`src/rtl/fetch_predict_pkg.sv`:
```
// fetch_predict_pkg: constants, BTB entry type and counter helper shared by
// the fetch stage (fetch_predict) and its branch target buffer (btb_table).
package fetch_predict_pkg;

  // Branch type as presented by decode on branchD.
  localparam logic [1:0] BR_NONE = 2'b00;
  localparam logic [1:0] BR_BEQ  = 2'b01;
  localparam logic [1:0] BR_BNE  = 2'b10;

  // 2-bit saturating counter states; bit 1 is the taken prediction.
  localparam logic [1:0] CTR_SNT = 2'b00;
  localparam logic [1:0] CTR_WNT = 2'b01;
  localparam logic [1:0] CTR_WT  = 2'b10;
  localparam logic [1:0] CTR_ST  = 2'b11;

  localparam logic [31:0] RESET_PC_DEFAULT = 32'h0000_0000;

  // Widest tag (PC[31:4]) occurs at the smallest table of 4 entries; larger
  // tables store their shorter tag zero-extended to this width.
  localparam int TAG_MAXW = 28;

  typedef struct packed {
    logic                valid;
    logic [TAG_MAXW-1:0] tag;
    logic [31:0]         target;
    logic [1:0]          ctr;
  } btb_entry_t;

  // Saturating step of a 2-bit counter towards taken or not taken.
  function automatic logic [1:0] ctr_step(input logic [1:0] ctr, input logic taken);
    if (taken) return (ctr == CTR_ST) ? CTR_ST : ctr + 2'd1;
    else       return (ctr == CTR_SNT) ? CTR_SNT : ctr - 2'd1;
  endfunction

  // Tag of a PC for a table indexed by idxw bits: PC[31:idxw+2], zero-extended.
  function automatic logic [TAG_MAXW-1:0] tag_of(input logic [31:0] pc, input int idxw);
    return TAG_MAXW'(pc >> (idxw + 2));
  endfunction

endpackage

```
`src/rtl/fetch_predict_btb_table.sv`:
```
// btb_table: direct-mapped branch target buffer with 2-bit saturating
// counters. Combinational lookup port, one synchronous update port per cycle.
// The lookup always sees the contents from before a same-cycle update.
module btb_table
  import fetch_predict_pkg::*;
#(
  parameter int ENTRIES = 64
) (
  input  logic        clk,
  input  logic        reset,
  input  logic [31:0] lookup_pc,
  output logic        lookup_taken,
  output logic [31:0] lookup_target,
  input  logic        upd_en,
  input  logic [31:0] upd_pc,
  input  logic        upd_taken,
  input  logic [31:0] upd_target
);

  localparam int IDXW = $clog2(ENTRIES);

  btb_entry_t table_q [ENTRIES];
  btb_entry_t table_d [ENTRIES];

  logic [IDXW-1:0]     lookup_idx;
  logic [IDXW-1:0]     upd_idx;
  logic [TAG_MAXW-1:0] upd_tag;
  btb_entry_t          lookup_entry;
  btb_entry_t          upd_entry;
  logic                upd_hit;

  assign lookup_idx    = lookup_pc[IDXW+1:2];
  assign lookup_entry  = table_q[lookup_idx];
  assign lookup_taken  = lookup_entry.valid && (lookup_entry.tag == tag_of(lookup_pc, IDXW))
                         && lookup_entry.ctr[1];
  assign lookup_target = lookup_entry.target;

  assign upd_idx   = upd_pc[IDXW+1:2];
  assign upd_tag   = tag_of(upd_pc, IDXW);
  assign upd_entry = table_q[upd_idx];
  assign upd_hit   = upd_entry.valid && (upd_entry.tag == upd_tag);

  // Next table contents: train the hit entry or allocate over the indexed one.
  always_comb begin
    // NOTE: table_d starts as a full copy of table_q so every path assigns it and no latch is inferred.
    table_d = table_q;
    if (upd_en) begin
      if (upd_hit) begin
        table_d[upd_idx].ctr    = ctr_step(upd_entry.ctr, upd_taken);
        table_d[upd_idx].target = upd_target;
      end else begin
        table_d[upd_idx].valid  = 1'b1;
        table_d[upd_idx].tag    = upd_tag;
        table_d[upd_idx].target = upd_target;
        table_d[upd_idx].ctr    = upd_taken ? CTR_WT : CTR_WNT;
      end
    end
  end

  // Table storage with asynchronous clear of every entry.
  always_ff @(posedge clk or posedge reset) begin
    if (reset) begin
      // NOTE: every entry (counter included) is reset, so this table is built from flops, not a RAM macro.
      for (int i = 0; i < ENTRIES; i++) begin
        table_q[i].valid  <= 1'b0;
        table_q[i].tag    <= '0;
        table_q[i].target <= '0;
        table_q[i].ctr    <= CTR_WNT;
      end
    end else begin
      // NOTE: sequential state uses <= so all flops sample pre-edge values regardless of statement order.
      table_q <= table_d;
    end
  end

endmodule

```
`src/rtl/fetch_predict.sv`:
```
// fetch_predict: fetch stage of the pipelined MIPS core. Owns the PC and the
// next-PC mux (decode redirects, stall, BTB prediction, sequential).
// Build option FETCH_BTB_PREDICT_EN: when defined a btb_table supplies dynamic
// taken predictions; when undefined no BTB is built and fetch predicts static
// not-taken. The port list is the same in both builds.
module fetch_predict
  import fetch_predict_pkg::*;
#(
  parameter int          BTB_ENTRIES = 64,
  parameter logic [31:0] RESET_PC    = RESET_PC_DEFAULT
) (
  input  logic        clk,
  input  logic        reset,
  input  logic        stallF,
  input  logic        stallD,
  input  logic        misspredict,
  input  logic        jumpD,
  input  logic [27:0] jumpdstD,
  input  logic [1:0]  branchD,
  input  logic        pcsrcD,
  input  logic        predict_takenD,
  input  logic [31:0] pcbranchD,
  input  logic [31:0] pcplus4D,
  output logic [31:0] pcF,
  output logic [31:0] pcplus4F,
  output logic        predict_takenF
);

  logic [31:0] pc_q;
  logic [31:0] pc_d;
  logic        pred_taken;
  logic [31:0] pred_target;
  logic        unused_inputs;

  assign pcF      = pc_q;
  assign pcplus4F = pc_q + 32'd4;

`ifdef FETCH_BTB_PREDICT_EN
  logic [31:0] pcD;
  logic        train_en;

  assign pcD      = pcplus4D - 32'd4;
  assign train_en = (branchD != BR_NONE) && !stallD;

  btb_table #(
    .ENTRIES(BTB_ENTRIES)
  ) u_btb (
    .clk          (clk),
    .reset        (reset),
    .lookup_pc    (pc_q),
    .lookup_taken (pred_taken),
    .lookup_target(pred_target),
    .upd_en       (train_en),
    .upd_pc       (pcD),
    .upd_taken    (pcsrcD),
    .upd_target   (pcbranchD)
  );

  // The prediction carried into decode is consumed by decode itself.
  assign unused_inputs = predict_takenD;
`else
  // Static not-taken: the predicted path is simply the sequential one.
  assign pred_taken  = 1'b0;
  assign pred_target = pcplus4F;

  // Inputs and sizing that only matter when the BTB is built.
  assign unused_inputs = ^{branchD, predict_takenD, 32'(BTB_ENTRIES)};
`endif

  assign predict_takenF = pred_taken;

  // Next-PC priority: decode redirects beat the fetch stall, which beats prediction.
  always_comb begin
    pc_d = pcplus4F;
    if (misspredict && !stallD) begin
      pc_d = pcsrcD ? pcbranchD : pcplus4D;
    end else if (jumpD && !stallD) begin
      pc_d = {pcplus4D[31:28], jumpdstD};
    end else if (stallF) begin
      pc_d = pc_q;
    end else if (pred_taken) begin
      pc_d = pred_target;
    end
  end

  // PC register, asynchronously loaded with RESET_PC.
  always_ff @(posedge clk or posedge reset) begin
    if (reset) pc_q <= RESET_PC;
    else       pc_q <= pc_d;
  end

endmodule

```
`config.mk`:
```
export PLATFORM = sky130hd
export DESIGN_NAME = fetch_predict
export DESIGN_NICKNAME = d
export VERILOG_FILES = /design/src/rtl/fetch_predict_pkg.sv /design/src/rtl/fetch_predict_btb_table.sv /design/src/rtl/fetch_predict.sv
export SDC_FILE = /design/constraint.sdc
export NUM_CORES = 1
export LEC_CHECK = 0
export CELL_PAD_IN_SITES_DETAIL_PLACEMENT = 1
export CELL_PAD_IN_SITES_GLOBAL_PLACEMENT = 1
export CORE_UTILIZATION = 26
export CTS_CLUSTER_DIAMETER = 150
export CTS_CLUSTER_SIZE = 8
export DETAILED_ROUTE_END_ITERATION = 7
export PLACE_DENSITY = 0.86
export REMOVE_ABC_BUFFERS = 1
export SETUP_SLACK_MARGIN = 0.2
export SYNTH_ARGS = -nofsm -noshare
export SYNTH_HDL_FRONTEND = slang
export SYNTH_SLANG_ARGS = --single-unit
```
`constraint.sdc`:
```
create_clock -name clk -period 3.02 [get_ports clk]
set_input_delay 0.453 -clock clk [delete_from_list [all_inputs] [get_ports clk]]
set_output_delay 0.453 -clock clk [all_outputs]
set_load 0.01 [all_outputs]
```
* Word-level counts from Yosys, hierarchy flattened
Index checks and enable logic that the tools add are counted.
** Word-level totals
- Logic and storage cells :: 10
- Output and inout port bits :: 65
- Input port bits :: 102
- Register bits after elaboration :: 32
** Operators by class
- Add/subtract/negate cells :: 1
- Multiplexer cells :: 4
- Eq/ne operators :: 1
- Reduce and logical (&&, ||, !) cells :: 3
** Operators by type and width (number)
- 32-bit 2-to-1 mux :: 4
- 32-bit by 3-bit adder with 32-bit output, second input constant :: 1
- 3-bit by 1-bit inequality test with 1-bit output, second input constant :: 1
- 1-bit logical AND :: 2
- 1-bit logical NOT :: 1

* Depth between registers and ports, before layout
- Depth after elaboration :: 4
- Mapped depth :: 7
- Gate-level depth less buffers :: 6

* Worst setup path after synthesis
Ideal clock, no wire load.
- Path kind :: register to output
- Start point :: register pc_q[2], in the netlist pcF[2]
- End point :: output pcplus4F[26]
- Slack :: 0.494 ns
- Stages on the path, launching flop included :: 7
- Arrival time :: 2.073 ns
- Required time :: 2.567 ns
- Cell sequence :: dfrtp_1 -> ha_1 -> nand2_1 -> nor4_4 -> nand2_2 -> or3_4 -> xnor2_1
** On the way
- Word-level cells in the longest chain between the ends :: 1
** RTL lines
- start, declared :: RTL line fetch_predict.sv:29 : logic [31:0] pc_q;
- start signal, assigned :: RTL line fetch_predict.sv:89 : else pc_q <= pc_d;
- 32-bit by 3-bit adder with 32-bit output :: RTL line fetch_predict.sv:36 : assign pcplus4F = pc_q + 32'd4;
- end, declared :: RTL line fetch_predict.sv:25 : output logic [31:0] pcplus4F,
No other way between the ends.

* Worst setup path in the final report
- Start point :: register pc_q[5], in the netlist pcF[5]
- End point :: output pcplus4F[22]
The elaborated chain is that of the path after synthesis.

==> results by group <==
GRT
  • First-pass GRT wire length: 19340 um
  • Pin count of the biggest net entering global routing: 42
  • Global Route Usage Sum: between 20% and 30%
  • Vias in the first global route: 3957
  • Initial antenna violation count: 0
  • Global route overflow: 0

Placed design
  • Hpwl dp: 9348 um
  • PortBufs: approximately 160
  • GPL Wtd Cong: a little under 0.8

Setup path
  • CP max stage cell: clkdlybuf4s50_1
  • Reg2Reg Depth: 7
  • Required time of the critical path: 2.57 ns
  • WP depth: 6
  • Worst path cell trace: nand4_4 > nor4_4 > and2_4 > and3_1 > xor2_1 > clkdlybuf4s50_1
  • Worst reg2reg endpoint: pcF[26]
  • CP endpoint: pcplus4F[22]
  • Worst Setup End Kind: output pin
  • CP arrival: between 2 and 2.5 ns
  • Worst R2R Setup Slack: about 0.8 ns
  • Crit path launch type: register
  • Critical path peak fanout: 7
  • Sum of buffers and inverters on the critical path: 1
  • Crit Reg-Reg Startpoint: pcF[5]
  • CP peak stage delay: 0.56 ns
  • CP top delay family: simple AND/OR/NAND/NOR gates
  • Worst Setup SP: pcF[5]
  • Crit Path Class: register to output pin

Floorplanning
  • Row cnt: 38
  • Ports: 167
  • Die Width: 107.4 um
  • Core area: 0.01084 mm^2
  • Initial Util: 26.65%
  • Die span in y: 107.4 um
  • Die area: 0.01154 mm^2

Drt
  • Detailed-route DRC error count: 0
  • Via/cell ratio: around 5.3
  • Final Routed Wirelength: 12450 um
  • Post-DRT Antenna Nets: 0
  • Iter 0 DRT Violations: 121
  • Routed len/inst: ~18 um
  • Total number of vias: approximately 3600
  • DR pass1 iterations: 6

Finish
  • Synth-to-Final Area Change: 70.38%
  • Commonest non-fill, non-tap cell in the layout: clkdlybuf4s50_1
  • Max reg flops: 32
  • Leading cell types in the layout, fill and taps excluded: clkdlybuf4s50_1 (145), nand2_1 (46), buf_4 (34), nand3_1 (27), dfrtp_1 (25)
  • Share of cells above drive strength 1: 13.59%
  • Final core utilization: between 40% and 50%
  • Diode count: 0
  • Final net count: 640

STA
  • Final Hold Vio Count: 0
  • Final Max Tran Viols: 0
  • Fin crit share: around 94%
  • F_max: about 350 MHz
  • Slew headroom: 38.98%
  • Worst Clk Skew: approximately 0.011 ns
  • Setup TNS: 0 ns
  • # setup viols final: 0
  • Worst Max-Slew Pin Slew: 0.9153 ns
  • Min Tclk post-route: 2.824 ns
  • RSZ-0062 raised after global routing: true

Clock network
  • CTS clk-pin slew, worst paths: 0.08 ns
  • CTS Buf Count: 5
  • Clk Latency, worst-skew pair: 0.28 ns
  • Htree depth: 2
  • Sink Count: 32
  • CTS tree: done
  • Hold buffers post-CTS: 0
  • Root Driver: clkbuf_8
  • Clock Tree Buf Depth: 2

Yosys
  • Synth unique cells: 52
  • Synth async-reset ratio: 100.0%
  • Mapped Avg Cell Area: 7.894 um^2
  • Seq/Total Area, Yosys: 27.72%
  • Top FF cell, synth: dfrtp_1
  • Number of flops mapped to enable cells by yosys: 0
  • Post-synthesis instance total: 366
  • Synth warnings: 0
  • FF+latch count, synth: 32
  • Cell Area, Synth: 0.002889 mm^2

Outcome
  • Status: finished, final reports clean

Flow run
  • Total of max-cap violations: 0

Pwr
  • PD cells: 395.8 mW/mm^2
  • Sw Ratio: between 30% and 40%
  • Total power: 0.001948 W
  • Clock power frac: 16.8%
  • Internal power: 0.001218 W
  • Maximum vdd drop: 0.1747 mV
  • Net Sw Power: around 0.00073 W
  • Gate power share: between 50% and 60%
  • Sequential Power Share: 31.5%
  • Leak Pwr: 1.974 nW

Min path
  • Worst hold path class: primary input to async pin
-- tightest hold or removal path, delay by kind of cell --
| kind | cells | cell delay (ns) |
|---|---|---|
| buf+inv | 3 | 0.86 |
-- power groups by stage --
stage	sequential [W]	combinational [W]	clock [W]
after floorplan	0.000653	0.000350	0
after global placement	0.000613	0.000974	0
after detailed placement	0.000622	0.00100	0
after CTS	0.000610	0.00102	0.000337
after global routing	0.000625	0.00109	0.000357
final	0.000613	0.00101	0.000328
-- kinds of logic after synthesis --
kind of cell,synth area share [%]
fa+ha+maj,0.4330
mux,6.973
flops,27.72
simple gates,27.89
compound gates,19.88
xor+xnor,11.82
buf+inv,5.153
other cells,0.1298
-- area by class of cell --
class | count | area [um^2]
fill | 1335 | 5918
multi-input combinational | 298 | 1963
timing repair buffer | 196 | 1882
sequential | 32 | 809.5
tap | 140 | 175.2
clock buffer | 6 | 72.57
inverter | 4 | 15.01
clock inverter | 1 | 5.005
-- worst min path at each step --
| stage | from | end | slack (ns) |
|---|---|---|---|
| after floorplan | reset | pcF[0] | 0.57 |
| after global placement | pcF[1] | pcF[1] | 0.57 |
| final | reset | pcF[22] | 0.59 |
| after detailed placement | pcF[1] | pcF[1] | 0.57 |
| after global routing | pcF[28] | pcF[28] | 0.63 |
| after CTS | pcF[1] | pcF[1] | 0.59 |
-- cells in the mapped netlist, types with 6 or more instances --
library cell | count | area share, %
nand2_1 | 46 | 6.0
dfrtp_1 | 32 | 28
nand3_1 | 29 | 5.0
a21oi_1 | 21 | 3.6
xnor2_1 | 21 | 6.4
clkbuf_1 | 19 | 2.5
xor2_1 | 18 | 5.5
nor2_1 | 16 | 2.1
a31oi_1 | 12 | 2.6
and3_1 | 12 | 2.6
nor2b_1 | 11 | 2.4
a211oi_1 | 10 | 2.6
mux2i_1 | 10 | 3.5
nand4_1 | 10 | 2.2
o22ai_1 | 10 | 2.2
mux2_2 | 9 | 3.5
buf_1 | 8 | 1.0
o221ai_1 | 8 | 2.4
nor3_1 | 6 | 1.0
-- metal layers --
layer	part of all wire [%]	wire length (um)	track usage (%)	up-vias
met5	0	0	0	-
met4	0.86	107	5.088	0
met3	7.0	873	5.145	12
met2	52	6492	40.92	140
met1	40	4977	23.65	1773
li1	-	-	-	1678
-- metrics by stage --
step	setup WS, ns	hold slack, ns	cell area [um^2]	cells
finish	0.1957	0.5890	4922	677
floorplan	0.4940	0.5692	2755	334
CTS	0.1677	0.5891	4857	672
global placement	0.2452	0.5658	4703	656
global route	0.04698	0.6280	4922	677
detailed placement	0.2071	0.5744	4703	656
-- timing repair --
action	in CTS	in global routing
pin swaps	3	1
cloned	0	0
buffers inserted	9	5
gates resized for setup	18	14
endpoints found under the setup margin	15	12
Power figures use the tool's default switching activity.
